[src/rtl/max_tree_stream.sv]
// Pipelined FANIN-ary max-reduction tree over LANES signed scores, folded into a per-frame running max.
// Define MAXTREE_ARGMAX_EN to build the lane/beat index tracking behind beat_lane and frame_idx.
module max_tree_stream #(
  parameter int  DATA_WIDTH = 18,
  parameter int  LANES      = 64,
  parameter int  FANIN      = 8,
  parameter int  BEAT_WIDTH = 16,
  localparam int LANE_W     = $clog2(LANES),
  localparam int IDX_WIDTH  = LANE_W + BEAT_WIDTH
) (
  input  logic                        clk,
  input  logic                        rst_n,
  input  logic                        in_valid,
  input  logic [DATA_WIDTH*LANES-1:0] in_data,
  input  logic                        in_last,
  input  logic                        clear,
  output logic                        beat_valid,
  output logic [DATA_WIDTH-1:0]       beat_max,
  output logic [LANE_W-1:0]           beat_lane,
  output logic                        frame_valid,
  output logic [DATA_WIDTH-1:0]       frame_max,
  output logic [IDX_WIDTH-1:0]        frame_idx
);

  localparam int STAGES = LANE_W / $clog2(FANIN);
  // All tree stages share one flat node array; stage 1 first, root last.
  localparam int NODES  = (LANES - 1) / (FANIN - 1);
  localparam int ROOT   = NODES - 1;

  function automatic logic signed [DATA_WIDTH-1:0] clamp0(input logic signed [DATA_WIDTH-1:0] v);
    return v[DATA_WIDTH-1] ? '0 : v;
  endfunction

  function automatic int stage_off(input int s);
    int o;
    int n;
    o = 0;
    n = LANES;
    for (int j = 1; j < s; j++) begin
      n = n / FANIN;
      o = o + n;
    end
    return o;
  endfunction

  logic signed [DATA_WIDTH-1:0] tree_val_d [NODES];
  logic signed [DATA_WIDTH-1:0] tree_val_p [NODES];
  logic signed [DATA_WIDTH-1:0] best_v, cand_v;
  logic [STAGES-1:0]            vld_p, last_p;
`ifdef MAXTREE_ARGMAX_EN
  logic [LANE_W-1:0]            tree_lane_d [NODES];
  logic [LANE_W-1:0]            tree_lane_p [NODES];
  logic [LANE_W-1:0]            best_l, cand_l;
`endif

  // Node compares: inputs clamped at 0, strict > so the lower-indexed input keeps ties.
  always_comb begin
    best_v = '0;
    cand_v = '0;
    for (int i = 0; i < NODES; i++) tree_val_d[i] = '0;
`ifdef MAXTREE_ARGMAX_EN
    best_l = '0;
    cand_l = '0;
    for (int i = 0; i < NODES; i++) tree_lane_d[i] = '0;
`endif
    for (int s = 1; s <= STAGES; s++) begin
      for (int n = 0; n < LANES / FANIN; n++) begin
        if (n < LANES / (FANIN ** s)) begin
          for (int k = 0; k < FANIN; k++) begin
            if (s == 1) begin
              cand_v = clamp0(in_data[(n*FANIN+k)*DATA_WIDTH +: DATA_WIDTH]);
`ifdef MAXTREE_ARGMAX_EN
              cand_l = LANE_W'(n*FANIN+k);
`endif
            end else begin
              cand_v = tree_val_p[stage_off(s-1) + n*FANIN + k];
`ifdef MAXTREE_ARGMAX_EN
              cand_l = tree_lane_p[stage_off(s-1) + n*FANIN + k];
`endif
            end
            if (k == 0 || cand_v > best_v) begin
              best_v = cand_v;
`ifdef MAXTREE_ARGMAX_EN
              best_l = cand_l;
`endif
            end
          end
          tree_val_d[stage_off(s) + n] = best_v;
`ifdef MAXTREE_ARGMAX_EN
          tree_lane_d[stage_off(s) + n] = best_l;
`endif
        end
      end
    end
  end

  // Stage registers p0..p(STAGES-1); valid and last ride with their beat.
  always_ff @(posedge clk or negedge rst_n) begin
    if (!rst_n) begin
      for (int i = 0; i < NODES; i++) tree_val_p[i] <= '0;
      vld_p  <= '0;
      last_p <= '0;
    end else begin
      for (int i = 0; i < NODES; i++) tree_val_p[i] <= tree_val_d[i];
      vld_p[0]  <= in_valid & ~clear;
      last_p[0] <= in_last;
      for (int s = 1; s < STAGES; s++) begin
        vld_p[s]  <= vld_p[s-1] & ~clear;
        last_p[s] <= last_p[s-1];
      end
    end
  end

`ifdef MAXTREE_ARGMAX_EN
  always_ff @(posedge clk or negedge rst_n) begin
    if (!rst_n) begin
      for (int i = 0; i < NODES; i++) tree_lane_p[i] <= '0;
    end else begin
      for (int i = 0; i < NODES; i++) tree_lane_p[i] <= tree_lane_d[i];
    end
  end
`endif

  assign beat_valid = vld_p[STAGES-1];
  assign beat_max   = tree_val_p[ROOT];

  logic signed [DATA_WIDTH-1:0] acc_max, frame_max_r, merge_max;
  logic                         start, take, frame_valid_r;

  // A frame's first beat always loads; later beats replace only on a strictly larger max.
  assign take      = start || (tree_val_p[ROOT] > acc_max);
  assign merge_max = take ? tree_val_p[ROOT] : acc_max;

  // Accumulator stage: folds output beats, publishes the frame result on last.
  always_ff @(posedge clk or negedge rst_n) begin
    if (!rst_n) begin
      acc_max       <= '0;
      start         <= 1'b1;
      frame_valid_r <= 1'b0;
      frame_max_r   <= '0;
    end else if (clear) begin
      acc_max       <= '0;
      start         <= 1'b1;
      frame_valid_r <= 1'b0;
    end else begin
      frame_valid_r <= 1'b0;
      if (beat_valid) begin
        acc_max <= merge_max;
        start   <= last_p[STAGES-1];
        if (last_p[STAGES-1]) begin
          frame_valid_r <= 1'b1;
          frame_max_r   <= merge_max;
        end
      end
    end
  end

  assign frame_valid = frame_valid_r;
  assign frame_max   = frame_max_r;

`ifdef MAXTREE_ARGMAX_EN
  logic [BEAT_WIDTH-1:0] beat_cnt;
  logic [IDX_WIDTH-1:0]  acc_idx, frame_idx_r, merge_idx;

  assign merge_idx = take ? {beat_cnt, tree_lane_p[ROOT]} : acc_idx;

  // Beat counter saturates so very long frames keep reporting the last countable beat.
  always_ff @(posedge clk or negedge rst_n) begin
    if (!rst_n) begin
      beat_cnt    <= '0;
      acc_idx     <= '0;
      frame_idx_r <= '0;
    end else if (clear) begin
      beat_cnt <= '0;
      acc_idx  <= '0;
    end else if (beat_valid) begin
      acc_idx <= merge_idx;
      if (last_p[STAGES-1]) begin
        frame_idx_r <= merge_idx;
        beat_cnt    <= '0;
      end else if (beat_cnt != '1) begin
        beat_cnt <= beat_cnt + 1'b1;
      end
    end
  end

  assign beat_lane = tree_lane_p[ROOT];
  assign frame_idx = frame_idx_r;
`else
  assign beat_lane = '0;
  assign frame_idx = '0;
`endif

endmodule
[config.mk]
export PLATFORM = sky130hd
export DESIGN_NAME = max_tree_stream
export DESIGN_NICKNAME = d
export VERILOG_FILES = /design/src/rtl/max_tree_stream.sv
export SDC_FILE = /design/constraint.sdc
export NUM_CORES = 2
export LEC_CHECK = 0
export CAP_MARGIN = 20
export CORE_AREA = 5 5 479 481
export DETAILED_ROUTE_END_ITERATION = 8
export DIE_AREA = 0 0 484 486
export HOLD_SLACK_MARGIN = 0.1
export PLACE_DENSITY = 0.45
export SETUP_SLACK_MARGIN = 0.1
export SYNTH_ARGS = -nofsm -noshare
export SYNTH_HDL_FRONTEND = slang
export SYNTH_SLANG_ARGS = --single-unit
[constraint.sdc]
create_clock -name clk -period 16.9 [get_ports clk]
set_input_delay 3.38 -clock clk [delete_from_list [all_inputs] [get_ports clk]]
set_output_delay 3.38 -clock clk [all_outputs]
set_load 0.005 [all_outputs]
* After elaboration in Yosys (flattened, before gate mapping)
Index checks and enable logic that the tools add are counted.
** Storage, ports and cells
- Flip-flop bits (word level) :: 196
- Input port bits :: 1157
- Output and inout bits :: 66
- Logic and storage cells :: 220
** Cells by class
- Order comparisons :: 64
- Muxes and demuxes :: 135
- Bitwise logic cells :: 3
- Reduce and logical (&&, ||, !) cells :: 3
** Operators by type and width (number)
- 2-to-1 mux 17 bit :: 127
- greater-than comparator 17 bit :: 63
- 2-to-1 mux 18 bit :: 3
- greater-than comparator 18 bit :: 1
- 2-to-1 mux 1 bit :: 5
- AND reduction 3 bit :: 1
- AND 1 bit :: 2
- nonzero test 2 bit :: 1
- logical OR 1 bit :: 1
- inverter 1 bit :: 1

* Logic depth before layout (Yosys ltp)
- Depth in word-level cells :: 15
- Mapped depth :: 79
- Mapped depth without buffers :: 66

* Worst setup path after synthesis
OpenSTA, ideal clock, no wires.
- Path kind :: in2reg
- Start point :: input in_data[611]
- End point :: register tree_val_p[76] (netlist bit)
- Setup time :: 0.133 ns
- Data arrival time :: 17.795 ns
- Required time :: 16.767 ns
- Slack :: -1.028 ns
- Cell stages on the path :: 70
- Buffers on the path :: 12
- Cell sequence :: clkbuf_1 > nand2b_1 > inv_1 > ha_1 > a21o_1 > a21oi_1 > o311ai_0 > a211o_1 > clkbuf_1 > buf_2 > a21o_1 > and2_1 > ha_1 > a21oi_1 > o21ai_0 > a2111oi_0 > a31oi_1 > nand2_1 > [... 34 more ...] > a221o_1 > nor3_1 > a41o_1 > clkbuf_1 > clkbuf_1 > a21o_1 > ha_1 > nor2b_1 > o21a_1 > o21a_1 > o21ai_0 > a21oi_1 > o41ai_1 > a21oi_1 > clkbuf_1 > nor2_1 > clkbuf_1 > a21oi_1
** RTL lines
- start: declaration :: line 14 : input logic [DATA_WIDTH*LANES-1:0] in_data,
- end: declaration :: line 47 : logic signed [DATA_WIDTH-1:0] tree_val_p [NODES];

==> flow_summary.json <==
{
  "status": "completed",
  "finalCriticalPeriod_ns": 16.48,
  "synth.top_cell.area_share": 0.248,
  "synth_top_cell_by_area": "ha_1",
  "finalHoldViolCount": 0,
  "io_buffers": 1193,
  "cp_num_buf_inv": 14,
  "synth_compound_area_frac": 0.242,
  "cpMostUsedCell": "a21o_1",
  "ys_async_sr_fraction": 1.00,
  "fmax_mhz": 60.7,
  "dr_wl_met3_um": 14700,
  "seq_area_frac_synth": 0.0889,
  "synth_edf_count": 0,
  "final-setup-viol-count": 0,
  "clock-root-buffer": "clkbuf_16",
  "layout_setup_ws_ns": 0.416,
  "holdPathStages": 0,
  "viasPerCell": 5.05,
  "grt.total_usage": 0.247,
  "dp_worst_setup_slack_ns": -1.38,
  "critPathRequiredTime_ns": 17.30,
  "vias": 67000,
  "muxShareOfSynthArea": 0.0619,
  "highest_layer": "met5",
  "synthSimpleGateAreaFrac": 0.299,
  "rsz0062_at_grt": "yes",
  "clk_latency_ns": 0.51,
  "synthCells": 7436,
  "crit_path_end_kind": "flip-flop",
  "die_area_um2": 235000,
  "synth.distinct_cells": 88,
  "core-area_um2": 224000,
  "die_height_um": 486,
  "wl_per_cell_um": 23.6,
  "cp_num_cells": 66,
  "yosys_most_used_dff": "dfrtp_1",
  "final_common_cell": "buf_4",
  "hpwlAfterDp_um": 275000,
  "ir_drop_mv": 0.311,
  "power.total_mw": 17.9,
  "cts_hold_buf": 0,
  "cts_tree": "done",
  "synthAdderAreaFrac": 0.248,
  "cap_violations": 0,
  "hold_slack_ns": 0.362,
  "leakage_nw": 42.0,
  "std_cell_rows": 174,
  "tns_ns": 0,
  "grt_pass1_wl_um": 442000,
  "place_congestion": 0.972,
  "grt_max_degree": 69,
  "dr_wl_met2_um": 150000,
  "crit_family": "compound AO/OA/AOI/OAI gates",
  "worstPathMaxFanout": 14,
  "drt_iter0_drc": 3550,
  "dpl-instance-area_um2": 82800,
  "ant_nets": 0,
  "slew-limit-headroom": 0.264,
  "ys.warnings.count": 0,
  "avgSynthCellArea_um2": 7.38,
  "hold_class": "reg -> reg",
  "fillCellCount": 23000,
  "stdcell_count": 13300,
  "finalCritPeriodShare": 0.975,
  "synth_area_um2": 54900,
  "tightest_slew_ns": 1.09,
  "die_w_um": 484,
  "initial_core_util": 0.245,
  "crit_start": "in_data[593]",
  "cts_buffer_depth": 2,
  "grt_pass1_vias": 67200,
  "synth_area_leaders": "ha_1, nor2b_1, dfrtp_1, a21oi_1, nand2b_1",
  "critPathMaxStageDelay_ns": 0.54,
  "final_cell_area_um2": 89500,
  "seqCellArea_um2": 4880,
  "boundaryPins": 1223,
  "cp.arrival_ns": 16.88,
  "antenna_found_initial": 103,
  "crit_type": "in -> reg",
  "min-delay-start": "last_p[0]",
  "power-per-cell-area_nw_per_um2": 200,
  "r2r_cells": 63,
  "overflow": 0,
  "firstDrtPassIters": 5,
  "cts_buffers": 17,
  "finish.utilization": 0.399,
  "skew_ns": 0.0217,
  "multi_input_area_um2": 51100,
  "dp.cells": 13000,
  "layout.nets": 12500,
  "r2r-start": "tree_val_p[134]",
  "drive_above_1_share": 0.270,
  "area_growth_pct": 63.1,
  "wl_met1_um": 136000,
  "start_kind": "primary input",
  "slew_violations": 0,
  "cts.sinks": 195,
  "synthXorXnorAreaFrac": 0,
  "drc": 0,
  "ys_ff_latch": 195,
  "synth_top_family_by_area": "simple AND/OR/NAND/NOR gates",
  "cp_slowest_cell": "or4_4",
  "h-tree-depth": 4,
  "layout_common_cells": "buf_4, clkdlybuf4s50_1, ha_1",
  "path_clk_slew_ns": 0.10,
  "wl_um": 313000
}
## final cells by class
type / instances / area share
diodes: 48 / 0.00134
clock buffers: 17 / 0.00475
clock inverters: 15 / 0.00246
inverters: 459 / 0.0193
multi-input cells: 6449 / 0.571
flip-flops and latches: 195 / 0.0545
well taps: 2992 / 0.0418
repair buffers: 3091 / 0.305
## kinds of logic after synthesis
family | count (synthesis)
compound gates | 1956
fa+ha+maj | 1088
buf+inv | 824
flops | 195
mux | 325
other cells | 1
simple gates | 3047
## routing by layer
metal / vias to the layer above / global-route usage
li1: 32700 / -
met1: 31900 / 0.308
met2: 1894 / 0.433
met3: 386 / 0.0376
met4: 40 / 0.0836
met5: - / 0
## Yosys cell counts, types with 21 or more instances
master,number
nand3_1,216
o311a_1,36
or3_1,48
o21ai_0,319
o21bai_1,25
nor2b_1,785
nor2_1,413
nand2b_1,416
and2_1,91
nor3_1,82
clkbuf_1,268
nand2_1,591
a221oi_1,50
and4_1,46
o211ai_1,77
ha_1,1088
nor4_1,30
inv_1,457
a41oi_1,24
o221ai_1,62
a221o_1,21
a211oi_1,50
dfrtp_1,194
o21a_1,100
nand4_1,162
buf_4,49
a31oi_1,28
buf_2,28
a22o_1,27
a211o_1,35
o31ai_1,70
a21o_1,223
mux2i_1,238
a21oi_1,548
or2_2,23
mux2_2,78
and3_1,87
a22oi_1,34
## registers in the layout, indices dropped and copies added, names as in the netlist
signal       count
vld_p            2
tree_val_p     119
cand_v          17
acc_max         18
last_p           2
frame_valid      1
beat_max        17
frame_max       18
start            1
## worst paths after layout
kind | to | slack [ns]
max | tree_val_p[77] | 0.42
min | last_p[1] | 0.36
max reg2reg | beat_max[12] | 0.99
min reg2reg | last_p[1] | 0.36
max in group asynchronous | tree_val_p[81] | 12.75
min in group asynchronous | vld_p[0] | 2.78
## where the power goes
| group | switching (mW) | internal [mW] |
|---|---|---|
| sequential | 0.197 | 0.723 |
| combinational | 8.80 | 7.74 |
| clock | 0.248 | 0.211 |
| total | 9.24 | 8.68 |
## repair_timing
item	4_1_cts	5_1_grt
pin swaps	24	236
gates cloned	2	28
endpoints found under the setup margin	133	144
buffers inserted	16	115
gates resized for setup	142	861
Note: power is estimated with default switching activity, not from simulation.
